===== config.mk =====
export PLATFORM = sky130hd
export DESIGN_NAME = trail_probe_flat
export DESIGN_NICKNAME = d
export VERILOG_FILES = /design/src/rtl/tron_pkg.sv /design/src/rtl/trail_probe_if.sv /design/src/rtl/trail_addr_calc.sv /design/src/rtl/trail_probe.sv /design/src/flat_wrapper.sv
export SDC_FILE = /design/constraint.sdc
export NUM_CORES = 1
export LEC_CHECK = 0
export ABC_AREA = 0
export CORE_MARGIN = 2
export CORE_UTILIZATION = 52
export DETAILED_ROUTE_END_ITERATION = 10
export HOLD_SLACK_MARGIN = 0.03
export PLACE_DENSITY = 0.87
export SYNTH_ARGS = -nofsm -noshare
export SYNTH_HDL_FRONTEND = slang
export SYNTH_SLANG_ARGS = --single-unit

===== constraint.sdc =====
create_clock -name Clk -period 3.3 [get_ports Clk]
set_clock_uncertainty 0.1 [all_clocks]
set_input_delay 0.66 -clock Clk [delete_from_list [all_inputs] [get_ports Clk]]
set_output_delay 0.66 -clock Clk [all_outputs]
set_load 0.01 [all_outputs]

===== src/rtl/tron_pkg.sv =====
// Shared constants and the probe FSM state type for the trail-map probe block.
package tron_pkg;

  localparam int GRID_W_DEF = 160;
  localparam int GRID_H_DEF = 120;
  localparam int ADDR_W_DEF = 15;

  localparam logic [7:0] CELL_EMPTY = 8'h01;
  localparam logic [7:0] CELL_RED   = 8'h02;
  localparam logic [7:0] CELL_BLUE  = 8'h03;
  localparam logic [7:0] CELL_WALL  = 8'h04;

  localparam logic [7:0] OUT_SAFE    = 8'h01;
  localparam logic [7:0] OUT_COLLIDE = 8'h00;

  localparam logic [2:0] GS_PLAY = 3'd1;

  typedef enum logic [3:0] {
    ST_IDLE,
    ST_LATCH,
    ST_RD_R,
    ST_RD_B,
    ST_CHK,
    ST_WR_R,
    ST_WR_B,
    ST_DONE,
    ST_CLEAR
  } probe_state_t;

endpackage


===== src/rtl/trail_probe_if.sv =====
// Single-port trail-map RAM bus: the probe is master, the RAM is slave.
interface trail_probe_if #(
  parameter int ADDR_W = 15
);
  logic [ADDR_W-1:0] mem_addr;
  logic              mem_we;
  logic [7:0]        mem_wdata;
  logic [7:0]        mem_rdata;

  modport master (output mem_addr, output mem_we, output mem_wdata, input mem_rdata);
  modport slave  (input mem_addr, input mem_we, input mem_wdata, output mem_rdata);
endinterface


===== src/rtl/trail_addr_calc.sv =====
// Grid cell (x, y) to linear RAM address, plus out-of-bounds flag.
module trail_addr_calc #(
  parameter int GRID_W = 160,
  parameter int GRID_H = 120,
  parameter int ADDR_W = 15
) (
  input  logic [7:0]        x,
  input  logic [7:0]        y,
  output logic [ADDR_W-1:0] addr,
  output logic              oob
);

  localparam logic [7:0] W_LIM = 8'(GRID_W);
  localparam logic [7:0] H_LIM = 8'(GRID_H);

  logic [ADDR_W-1:0] x_w;
  logic [ADDR_W-1:0] y_w;

  assign x_w = ADDR_W'(x);
  assign y_w = ADDR_W'(y);

  // y*160 as two shifts keeps this multiplier-free
  assign addr = (y_w << 7) + (y_w << 5) + x_w;
  assign oob  = (x >= W_LIM) || (y >= H_LIM);

endmodule


===== src/rtl/trail_probe.sv =====
// Per-frame head-cell probe of the trail-map RAM, with a full-map clear sweep.
//   state | meaning
//   IDLE  | wait for frame edge in PLAY or clear_start
//   LATCH | capture head coordinates
//   RD_R  | present red address (read)
//   RD_B  | present blue address, capture red cell
//   CHK   | capture blue cell, resolve collisions
//   WR_R  | mark red trail unless red collided
//   WR_B  | mark blue trail unless blue collided
//   DONE  | publish results, pulse probe_done
//   CLEAR | sweep every cell to CELL_EMPTY
module trail_probe
  import tron_pkg::*;
#(
  parameter int GRID_W = 160,
  parameter int GRID_H = 120,
  parameter int ADDR_W = 15
) (
  input  logic          Clk,
  input  logic          Reset,
  input  logic          frame_clk,
  input  logic [2:0]    Game_State,
  input  logic          clear_start,
  input  logic [7:0]    Red_X,
  input  logic [7:0]    Red_Y,
  input  logic [7:0]    Blue_X,
  input  logic [7:0]    Blue_Y,
  trail_probe_if.master mem,
  output logic [7:0]    red_color,
  output logic [7:0]    blue_color,
  output logic          busy,
  output logic          probe_done
);

  localparam logic [ADDR_W-1:0] LAST_ADDR = ADDR_W'(GRID_W * GRID_H - 1);

  probe_state_t      state, state_nxt;
  logic              frame_q;
  logic [7:0]        rx, ry, bx, by;
  logic [7:0]        red_cell;
  logic              red_col, blue_col;
  logic [ADDR_W-1:0] clr_addr;
  logic [ADDR_W-1:0] red_addr, blue_addr;
  logic              red_oob, blue_oob;
  logic              play, frame_rise, head_on, red_hit, blue_hit;

  trail_addr_calc #(.GRID_W(GRID_W), .GRID_H(GRID_H), .ADDR_W(ADDR_W)) u_calc_red (
    .x(rx), .y(ry), .addr(red_addr), .oob(red_oob)
  );

  trail_addr_calc #(.GRID_W(GRID_W), .GRID_H(GRID_H), .ADDR_W(ADDR_W)) u_calc_blue (
    .x(bx), .y(by), .addr(blue_addr), .oob(blue_oob)
  );

  assign play       = (Game_State == GS_PLAY);
  assign frame_rise = frame_clk & ~frame_q;
  assign head_on    = (rx == bx) && (ry == by);
  // oob forces a hit, so whatever the RAM returned for that bike is irrelevant
  assign red_hit    = red_oob | (red_cell != CELL_EMPTY) | head_on;
  assign blue_hit   = blue_oob | (mem.mem_rdata != CELL_EMPTY) | head_on;

  always_ff @(posedge Clk or negedge Reset) begin
    if (!Reset) state <= ST_IDLE;
    else        state <= state_nxt;
  end

  always_comb begin
    state_nxt     = state;
    mem.mem_addr  = '0;
    mem.mem_we    = 1'b0;
    mem.mem_wdata = 8'h00;
    busy          = 1'b1;
    case (state)
      ST_IDLE: begin
        busy = 1'b0;
        if (clear_start)              state_nxt = ST_CLEAR;
        else if (frame_rise && play)  state_nxt = ST_LATCH;
      end
      ST_LATCH: state_nxt = ST_RD_R;
      ST_RD_R: begin
        if (!red_oob) mem.mem_addr = red_addr;
        state_nxt = ST_RD_B;
      end
      ST_RD_B: begin
        if (!blue_oob) mem.mem_addr = blue_addr;
        state_nxt = ST_CHK;
      end
      ST_CHK: state_nxt = ST_WR_R;
      ST_WR_R: begin
        if (!red_col) begin
          mem.mem_addr  = red_addr;
          mem.mem_we    = 1'b1;
          mem.mem_wdata = CELL_RED;
        end
        state_nxt = ST_WR_B;
      end
      ST_WR_B: begin
        if (!blue_col) begin
          mem.mem_addr  = blue_addr;
          mem.mem_we    = 1'b1;
          mem.mem_wdata = CELL_BLUE;
        end
        state_nxt = ST_DONE;
      end
      ST_DONE: state_nxt = ST_IDLE;
      ST_CLEAR: begin
        mem.mem_addr  = clr_addr;
        mem.mem_we    = 1'b1;
        mem.mem_wdata = CELL_EMPTY;
        if (clr_addr == LAST_ADDR) state_nxt = ST_IDLE;
      end
      default: state_nxt = ST_IDLE;
    endcase
  end

  always_ff @(posedge Clk or negedge Reset) begin
    if (!Reset) begin
      frame_q    <= 1'b0;
      rx         <= 8'h00;
      ry         <= 8'h00;
      bx         <= 8'h00;
      by         <= 8'h00;
      red_cell   <= 8'h00;
      red_col    <= 1'b0;
      blue_col   <= 1'b0;
      clr_addr   <= '0;
      red_color  <= OUT_SAFE;
      blue_color <= OUT_SAFE;
      probe_done <= 1'b0;
    end else begin
      frame_q    <= frame_clk;
      probe_done <= 1'b0;
      case (state)
        ST_IDLE: begin
          clr_addr <= '0;
          if (!play) begin
            red_color  <= OUT_SAFE;
            blue_color <= OUT_SAFE;
          end
        end
        ST_LATCH: begin
          rx <= Red_X;
          ry <= Red_Y;
          bx <= Blue_X;
          by <= Blue_Y;
        end
        ST_RD_B: red_cell <= mem.mem_rdata;
        ST_CHK: begin
          red_col  <= red_hit;
          blue_col <= blue_hit;
        end
        ST_DONE: begin
          red_color  <= red_col  ? OUT_COLLIDE : OUT_SAFE;
          blue_color <= blue_col ? OUT_COLLIDE : OUT_SAFE;
          probe_done <= 1'b1;
        end
        ST_CLEAR: begin
          clr_addr <= clr_addr + 1'b1;
          if (clr_addr == LAST_ADDR) begin
            red_color  <= OUT_SAFE;
            blue_color <= OUT_SAFE;
          end
        end
        default: ;
      endcase
    end
  end

endmodule

===== src/flat_wrapper.sv =====
// flat-port wrapper written by rule: the top's interface ports become plain ports
module trail_probe_flat import tron_pkg::*;
#(
  parameter int GRID_W = 160,
  parameter int GRID_H = 120,
  parameter int ADDR_W = 15
)
  (Clk, Reset, frame_clk, Game_State, clear_start, Red_X, Red_Y, Blue_X, Blue_Y, red_color, blue_color, busy, probe_done, mem_mem_addr, mem_mem_we, mem_mem_wdata, mem_mem_rdata);
  trail_probe_if #(.ADDR_W(ADDR_W)) mem_i ();
  input  logic Clk;
  input  logic Reset;
  input  logic frame_clk;
  input  logic [2:0] Game_State;
  input  logic clear_start;
  input  logic [7:0] Red_X;
  input  logic [7:0] Red_Y;
  input  logic [7:0] Blue_X;
  input  logic [7:0] Blue_Y;
  output logic [7:0] red_color;
  output logic [7:0] blue_color;
  output logic busy;
  output logic probe_done;
  output wire logic [$bits(mem_i.mem_addr)-1:0] mem_mem_addr;
  output wire logic [$bits(mem_i.mem_we)-1:0] mem_mem_we;
  output wire logic [$bits(mem_i.mem_wdata)-1:0] mem_mem_wdata;
  input wire logic [$bits(mem_i.mem_rdata)-1:0] mem_mem_rdata;
  assign mem_mem_addr = mem_i.mem_addr;
  assign mem_mem_we = mem_i.mem_we;
  assign mem_mem_wdata = mem_i.mem_wdata;
  assign mem_i.mem_rdata = mem_mem_rdata;
  trail_probe #(.GRID_W(GRID_W), .GRID_H(GRID_H), .ADDR_W(ADDR_W)) u_core (.Clk(Clk), .Reset(Reset), .frame_clk(frame_clk), .Game_State(Game_State), .clear_start(clear_start), .Red_X(Red_X), .Red_Y(Red_Y), .Blue_X(Blue_X), .Blue_Y(Blue_Y), .mem(mem_i), .red_color(red_color), .blue_color(blue_color), .busy(busy), .probe_done(probe_done));
endmodule

==> results of run 1 <==
## state kept, by name, summed over array words and instances, names as in the netlist
name,count
u_core.bx,8
u_core.red_color,1
u_core.red_cell,8
u_core.state,4
u_core.probe_done,1
u_core.frame_q,1
u_core.by,8
u_core.red_col,1
u_core.rx,8
u_core.ry,8
u_core.clr_addr,15
u_core.blue_col,1
u_core.blue_color,1
## kinds of logic after synthesis
kind of cell	after synthesis	share of synthesized area
flops	65	0.378
mux	35	0.0911
compound gates	93	0.156
simple gates	101	0.123
fa+ha+maj	35	0.109
other cells	1	0.000870
xor+xnor	34	0.0691
buf+inv	57	0.0731
## final timing paths
check	to	slack [ns]
setup / recovery	mem_mem_addr[10]	-0.12
hold / removal	u_core.by[0]	0.19
setup reg to reg	u_core.clr_addr[14]	1.09
hold reg to reg	u_core.blue_color[0]	0.39
max in group asynchronous	u_core.state[3]	2.38
min in group Clk	u_core.blue_color[0]	0.39
## report_power, final
group | switching (uW) | internal (uW)
registers | 89.3 | 854
clock network | 314 | 368
logic | 373 | 381
total | 777 | 1600
## stage by stage
step	TNS, ns	cells	setup slack, ns
3_5_place_dp	-1.03	625	-0.221
2_1_floorplan	0	440	0.337
6_report	-0.481	654	-0.125
4_1_cts	-0.209	645	-0.0539
3_3_place_gp	-0.666	625	-0.197
5_1_grt	-0.884	654	-0.208
## routing by layer
metal  share of wire  global-route usage  up-vias
met5               0                   0        -
met4           0.050               0.140        0
met3           0.076              0.0474       62
li1                -                   -     1746
met1            0.38               0.327     1866
met2            0.49               0.454      235
## cells in the final DEF (no fill, tap or decap), drive strengths merged, types with 10 or more instances in the layout
cell type,n
nor2,22
conb,20
mux2,34
a21oi,13
inv,25
ha,31
dfrtp,63
xor2,11
xnor2,23
nor3,10
clkbuf,13
clkdlybuf4s50,58
buf,64
nand2,30
o21ai,23
## repair_timing
item / 4_1_cts / 5_1_grt
buffers inserted: 4 / 9
pin swaps: 20 / 18
hold endpoints to repair: 0 / 0
endpoints found under the setup margin: 11 / 14
gates cloned: 0 / 0
resized for setup: 49 / 14
## area by class of cell
cell class,count,area share
clock inverters,3,0.00704
multi-input cells,318,0.451
clock buffers,13,0.0262
well taps,105,0.0231
repair buffers,125,0.189
flip-flops and latches,65,0.287
inverters,25,0.0165
## critical path, stage by stage, from the launching register on
cell and delay [ns]:
dfrtp_1 0.38, inv_2 0.06, fa_1 0.53, fa_2 0.39
nor2b_4 0.14, o21a_1 0.15, nor2_2 0.05, xnor2_1 0.14
a221o_1 0.33, buf_2 0.15
## synthesized netlist by cell type (all sizes together), types with 3 or more instances
master,number,share of area
nor2,22,0.019
clkbuf,4,0.0038
mux2,34,0.089
a21oi,13,0.015
o221ai,6,0.012
nand2,30,0.026
a31oi,5,0.011
fa,4,0.019
buf,28,0.048
a21o,5,0.0087
nand4,7,0.010
inv,25,0.022
o21a,6,0.010
nor3,10,0.013
or4,3,0.0052
nand2b,4,0.0058
a22o,4,0.0081
nor4,8,0.019
o21ai,23,0.027
nand3,7,0.0081
o31ai,3,0.0052
xnor2,23,0.047
xor2,11,0.022
dfrtp,63,0.37
o211ai,3,0.0052
a222oi,7,0.016
ha,31,0.090
==> results.ini, run 1 <==
[logic_synthesis]
ys_warn_count=0
synth-main-ff-cell=dfrtp_1
yosysSeqAreaShare=0.378
syn_area_per_cell_um2=10.2
netlist_area_um2=4310
synth_edf_count=0
ys_seq_elements=65
synthArstFlopShare=1.00
synth_cell_types=58
synthCells=421

[critical_path]
critPathMaxFanout=2
crit_path_start=u_core.rx[7]
end_kind=primary output
cp-start-kind=register
arrival_ns=2.66
critPathRequiredTime_ns=2.54
reg2reg_from=u_core.state[2]
worst-r2r-cell-count=6
crit_type=register to primary output

[placed_design]
gp_congestion=0.909
postPlaceCellArea_um2=5300
dp_hpwl_um=8370
numPortBuffers=68

[final_layout]
final.fill_count=584
num-nets-final=626
drive_gt1_frac=0.275
stdcell_area_um2=5690
diodes=0
area_growth_pct=31.9
register_area_um2=1630
finish.utilization=0.699
multi_input_area_um2=2560

[pwr]
fin_total_pwr_uw=2380
p_leak_uw=0.00271
power_density_nw_per_um2=419
ir_drop_mv=0.283

[drt]
viasPerCell=5.98
antenna_left=0
wl_per_cell_um=18.2
num_vias=3909
first_pass_iters=9
routed_wl_um=11900
drt_iter0_markers=297
drcViolationCount=2

[die]
rows=33
die_w_um=95.1
initial_core_util=0.530
io_pins=89
core_um2=8130
die_y_um=95.1
dieArea_um2=9040

[clock_tree]
numCtsBuffers=9
cts_tree=done
cts_root_buf=clkbuf_8
cts.reportedPaths.clkPinSlew_ns=0.08
holdBufCountCts=0
cts.path.max_buffers=2
htreeDepth=3
worstSkewPairLatency_ns=0.35
clkSinkCount=65

[global_route]
antenna_found_initial=0
grt_overflow_total=0
grt_pass1_wl_um=18400
grt_pass1_vias=3846
track_usage=0.268
grt_max_degree=45

[timing]
finalSetupViolations=6
fmax_mhz=292
finalHoldViolations=0
rsz0062_at_grt=true
worst_pin_slew_ns=0.570
finalCriticalPeriod_ns=3.42
slew_headroom=0.620
period_share=1.04
setup_slack_ns=-0.125
slew_viol_final=0
hold_ws_ns=0.188

[outcome]
violations=DRC, setup timing
status=finished with violations

[hold_path]
hold_path_class=primary input to asynchronous set/reset pin

[job]
drv_cap=0

Note: power is estimated with default switching activity, not from simulation.
==> run 2, diff against run 1 <==
--- a/config.mk
+++ b/config.mk
@@ -10,7 +10,7 @@
 export CORE_UTILIZATION = 52
 export DETAILED_ROUTE_END_ITERATION = 10
 export HOLD_SLACK_MARGIN = 0.03
-export PLACE_DENSITY = 0.87
+export PLACE_DENSITY = 0.8
 export SYNTH_ARGS = -nofsm -noshare
 export SYNTH_HDL_FRONTEND = slang
 export SYNTH_SLANG_ARGS = --single-unit
==> results.ini, run 2 (synthesis gave the netlist of run 1 again) <==
[job]
drv_cap=0  ; unchanged

[critical_path]
cp-start-kind=register
max_stage_delay_ns=0.44  ; -0.09 ns
critPathMaxFanout=2  ; unchanged
reg2reg_from=u_core.state[2]
path_cells=inv_2 > fa_1 > buf_6 > fa_2 > nor2b_4 > o21a_1 > nor2_1 > xnor2_1 > a221o_1 > buf_2
rrSetupSlack_ns=1.06  ; -0.03 ns
crit_path_start=u_core.rx[7]
end_kind=primary output
crit_type=register to primary output
critPathRequiredTime_ns=2.54  ; about the same
slowest_stage=fa_1
arrival_ns=2.72  ; +0.06 ns

[final_layout]
finish.utilization=0.712  ; +0.0126
diodes=0  ; unchanged
final_cell_mix=dfrtp_1, clkdlybuf4s50_1, buf_4, mux2_2, nand2_1
num-nets-final=628  ; +0.32%
multi_input_area_um2=2600  ; +1.3%
final.fill_count=550  ; -5.8%
regMostFlops=u_core.clr_addr
register_area_um2=1630  ; about the same
largest_reg_flops=15  ; unchanged
drive_gt1_frac=0.281  ; +0.00626
area_growth_pct=34.3
final_common_cell=dfrtp_1

[clock_tree]
holdBufCountCts=0  ; unchanged
cts_tree=done
clkSinkCount=65  ; unchanged
worstSkewPairLatency_ns=0.36  ; about the same
cts.path.max_buffers=2  ; unchanged
cts_root_buf=clkbuf_8
numCtsBuffers=9  ; unchanged
htreeDepth=3  ; unchanged
cts.reportedPaths.clkPinSlew_ns=0.07  ; about the same

[timing]
setup_slack_ns=-0.178  ; -0.0529 ns
finalCriticalPeriod_ns=3.48  ; +0.0529 ns
finalHoldViolations=0  ; unchanged
worst_pin_slew_ns=0.776  ; +0.206 ns
finalSetupViolations=5  ; -1
slew_viol_final=0  ; unchanged
hold_ws_ns=0.277  ; +0.0883 ns
slew_headroom=0.483  ; -0.137
rsz0062_at_grt=true
fmax_mhz=288  ; -1.5%
period_share=1.05  ; +0.0160

[global_route]
grt_pass1_vias=3814  ; -0.83%
grt_overflow_total=0  ; unchanged
antenna_found_initial=0  ; unchanged
grt_max_degree=35  ; -22%
grt_pass1_wl_um=18000  ; -2.1%
track_usage=0.264  ; -0.00480

[die]
die_w_um=95.1  ; unchanged
initial_core_util=0.530  ; unchanged
dieArea_um2=9040  ; unchanged
die_y_um=95.1  ; unchanged
io_pins=89  ; unchanged
core_um2=8130  ; unchanged
rows=33  ; unchanged

[pwr]
power_density_nw_per_um2=436  ; +4.2%
ir_drop_mv=0.265  ; -6.5%
fin_total_pwr_uw=2530  ; +6.1%
p_leak_uw=0.00272  ; +0.40%

[drt]
drt_iter0_markers=347  ; +17%
wl_per_cell_um=18.1  ; -0.78%
num_vias=3892  ; -0.43%
antenna_left=0  ; unchanged
routed_wl_um=11900  ; -0.48%
first_pass_iters=5  ; -4
drcViolationCount=0  ; -2
viasPerCell=5.93  ; -0.74%

[outcome]
status=finished with violations
violations=setup timing

[placed_design]
dp_hpwl_um=8380  ; about the same
gp_congestion=0.934  ; +2.8%
numPortBuffers=68  ; unchanged

[hold_path]
hold_path_class=primary input to asynchronous set/reset pin

[run 2: worst max-delay path, delay by kind of cell, from the launching register on]
kind                       cells  cell delay (ns)
DFF                            1             0.40
buffers and inverters          3             0.36
AOI/OAI and AO/OA              2             0.44
and+or+nand+nor                2             0.21
xor gates and xnor gates       1             0.13
adders and majority gates      2             0.83
[run 2: path summary, 6_finish.rpt]
kind | endpoint | depth (start not counted)
worst max-delay path | mem_mem_addr[10] | 10
worst min-delay path | u_core.red_cell[6] | 1
worst max register to register | u_core.clr_addr[14] | 6
worst min register to register | u_core.blue_color[0] | 1
max in group asynchronous | u_core.red_color[0] | 2
min in group Clk | u_core.blue_color[0] | 1
[run 2: cell type report]
class	count	area share
clock buffer	12	0.0268
sequential	65	0.282
multi-input combinational	318	0.449
timing repair buffer	127	0.191
inverter	25	0.0162
clock inverter	4	0.0130
tap	105	0.0227
[run 2: what timing repair did]
| item | CTS | global route |
|---|---|---|
| setup buffers | 9 | 2 |
| gates resized for setup | 47 | 19 |
| pin swaps | 22 | 13 |
| endpoints found under the setup margin | 11 | 14 |
[run 2: routing by layer]
| metal | wire length, um | up-vias | part of all wire | track usage |
|---|---|---|---|---|
| met5 | 0 | - | 0 | 0 |
| met3 | 806 | 39 | 0.068 | 0.0498 |
| met1 | 4850 | 1866 | 0.41 | 0.336 |
| li1 | - | 1757 | - | - |
| met2 | 5780 | 230 | 0.49 | 0.430 |
| met4 | 417 | 0 | 0.035 | 0.130 |
[run 2: power breakdown]
part | internal [uW] | leakage [uW] | switching (uW) | total, uW
logic | 396 | 0.00177 | 396 | 792
clock network | 467 | 0.000109 | 333 | 800
registers | 853 | 0.000846 | 80.3 | 933
[run 2: through the flow]
| step | std cells | TNS (ns) | instance area, um2 | setup WS (ns) |
|---|---|---|---|---|
| global placement | 630 | -0.683 | 5350 | -0.180 |
| floorplan | 440 | 0 | 4380 | 0.337 |
| CTS | 654 | -0.512 | 5710 | -0.158 |
| detailed placement | 630 | -1.16 | 5350 | -0.276 |
| global route | 656 | -1.17 | 5790 | -0.263 |
| finish | 656 | -0.704 | 5790 | -0.178 |
==> run 3, diff against run 2 <==
--- a/config.mk
+++ b/config.mk
@@ -6,11 +6,12 @@
 export NUM_CORES = 1
 export LEC_CHECK = 0
 export ABC_AREA = 0
+export CORE_ASPECT_RATIO = 2
 export CORE_MARGIN = 2
 export CORE_UTILIZATION = 52
 export DETAILED_ROUTE_END_ITERATION = 10
 export HOLD_SLACK_MARGIN = 0.03
-export PLACE_DENSITY = 0.8
+export PLACE_DENSITY = 0.81
 export SYNTH_ARGS = -nofsm -noshare
 export SYNTH_HDL_FRONTEND = slang
 export SYNTH_SLANG_ARGS = --single-unit
==> results.ini, run 3 (synthesis gave the netlist of run 1 again) <==
[outcome]
status=finished with violations
violations=setup timing

[critical_path]
crit_path_start=u_core.by[0]
critPathRequiredTime_ns=2.54  ; about the same
worst-r2r-cell-count=6  ; unchanged
slowest_stage=fa_2
timing.rr.end=u_core.clr_addr[14]
cp-start-kind=register
crit_type=register to primary output
end_kind=primary output
arrival_ns=2.75  ; +0.03 ns
crit_end=mem_mem_addr[11]
reg2reg_from=u_core.state[2]
path_cells=inv_2 > fa_2 > buf_6 > inv_4 > ha_4 > a21oi_4 > o211ai_1 > buf_4 > xor2_1 > a22oi_1 > o21ai_1 > buf_2
rrSetupSlack_ns=1.09  ; +0.03 ns
max_stage_delay_ns=0.59  ; +0.15 ns
critPathMaxFanout=2  ; unchanged

[final_layout]
final_cell_mix=dfrtp_1, clkdlybuf4s50_1, buf_4, mux2_2, nand2_1
register_area_um2=1630  ; unchanged
drive_gt1_frac=0.281  ; -0.000510
final.fill_count=578  ; +5.1%
final_common_cell=dfrtp_1
area_growth_pct=34.5
diodes=0  ; unchanged
multi_input_area_um2=2580  ; -0.82%
num-nets-final=629  ; +0.16%
regMostFlops=u_core.clr_addr
largest_reg_flops=15  ; unchanged

[drt]
viasPerCell=6.00  ; +1.2%
drcViolationCount=0  ; unchanged
antenna_left=0  ; unchanged
wl_per_cell_um=19.5  ; +7.8%
drt_iter0_markers=311  ; -10%
num_vias=3901  ; +0.23%
routed_wl_um=12700  ; +6.8%
first_pass_iters=5  ; unchanged

[clock_tree]
htreeDepth=3  ; unchanged
numCtsBuffers=9  ; unchanged
cts_root_buf=clkbuf_16
cts.path.max_buffers=2  ; unchanged
worstSkewPairLatency_ns=0.34  ; -0.02 ns
cts.reportedPaths.clkPinSlew_ns=0.05  ; -0.02 ns
holdBufCountCts=0  ; unchanged
clkSinkCount=65  ; unchanged
cts_tree=done

[placed_design]
post-place-ws_ns=-0.261  ; +0.0148 ns
gp_congestion=0.926  ; -0.81%
numPortBuffers=68  ; unchanged
dp_hpwl_um=9000  ; +7.4%

[timing]
setup_slack_ns=-0.206  ; -0.0280 ns
worst_pin_slew_ns=0.896  ; +0.120 ns
finalHoldViolations=0  ; unchanged
period_share=1.06  ; +0.00848
slew_headroom=0.403  ; -0.0798
setup_tns_ns=-0.803  ; -0.0987 ns
finalSetupViolations=6  ; +1
finalCriticalPeriod_ns=3.51  ; +0.0280 ns
fmax_mhz=285  ; -0.80%
rsz0062_at_grt=true
slew_viol_final=0  ; unchanged

[global_route]
grt_pass1_vias=4040  ; +5.9%
grt_max_degree=39  ; +11%
antenna_found_initial=0  ; unchanged
track_usage=0.299  ; +0.0357
grt_overflow_total=0  ; unchanged
grt_pass1_wl_um=20000  ; +11%

[die]
core_um2=8170  ; +0.49%
rows=47  ; +42%
die_y_um=133  ; +40%
io_pins=89  ; unchanged
die_w_um=68.4  ; -28%
dieArea_um2=9080  ; +0.48%
initial_core_util=0.527  ; -0.00260

[hold_path]
hold_path_class=primary input to asynchronous set/reset pin

[job]
drv_cap=0  ; unchanged

[pwr]
fin_total_pwr_uw=2640  ; +4.7%
ir_drop_mv=0.379  ; +43%
power_density_nw_per_um2=456  ; +4.5%
p_leak_uw=0.00273  ; +0.43%

==> run 3: cell count changes in the layout (fill, tap and decap cells not counted), sizes merged <==
cell / previous run / this run
dlymetal6s2s: 1 / 0
clkinvlp: 2 / 0
clkbuf: 12 / 15
clkdlybuf4s50: 58 / 59
bufinv: 2 / 0
clkinv: 0 / 2
==> run 3: stage by stage <==
| step | area, um2 | hold WS [ns] | utilization | cells |
|---|---|---|---|---|
| floorplan | 4380 | 0.264 | - | 440 |
| global placement | 5330 | 0.375 | 0.652 | 623 |
| detailed placement | 5330 | 0.382 | 0.652 | 623 |
| CTS | 5750 | 0.374 | 0.703 | 647 |
| global route | 5800 | 0.418 | 0.709 | 650 |
| finish | 5800 | 0.334 | 0.709 | 650 |
==> run 3: layer usage <==
layer  track usage  share of wire
met3        0.0621          0.052
met5             0              0
met4         0.178          0.046
met1         0.321           0.35
met2         0.512           0.56
==> run 3: worst min-delay path by stage <==
stage	startpoint	end
5_1_grt	Reset	u_core.probe_done
2_1_floorplan	Reset	u_core.blue_col
4_1_cts	Reset	u_core.frame_q
6_report	Reset	u_core.frame_q
3_5_place_dp	u_core.blue_col	u_core.blue_color[0]
3_3_place_gp	u_core.blue_col	u_core.blue_color[0]
==> run 3: layout make-up <==
cell class / instances / share of cell area
multi-input combinational: 318 / 0.444
sequential: 65 / 0.281
timing repair buffer: 128 / 0.189
clock buffer: 14 / 0.0455
tap: 98 / 0.0211
inverter: 25 / 0.0166
clock inverter: 2 / 0.00237
==> run 3: report_power, final <==
| group | internal [uW] | switching (uW) |
|---|---|---|
| clock | 550 | 341 |
| sequential | 856 | 103 |
| combinational | 400 | 394 |
==> run 3: what timing repair did <==
| item | in CTS | in global routing |
|---|---|---|
| pin swaps | 23 | 20 |
| setup buffers | 8 | 4 |
| gates resized for setup | 52 | 13 |
| endpoints found under the setup margin | 8 | 15 |
==> run 3: critical path: cells and delay by family, from the launching register on <==
kind / cells / cell delay, ns
adders and majority gates: 2 / 0.83
buffers and inverters: 5 / 0.52
AOI/OAI and AO/OA: 4 / 0.53
DFF: 1 / 0.38
xor gates and xnor gates: 1 / 0.13
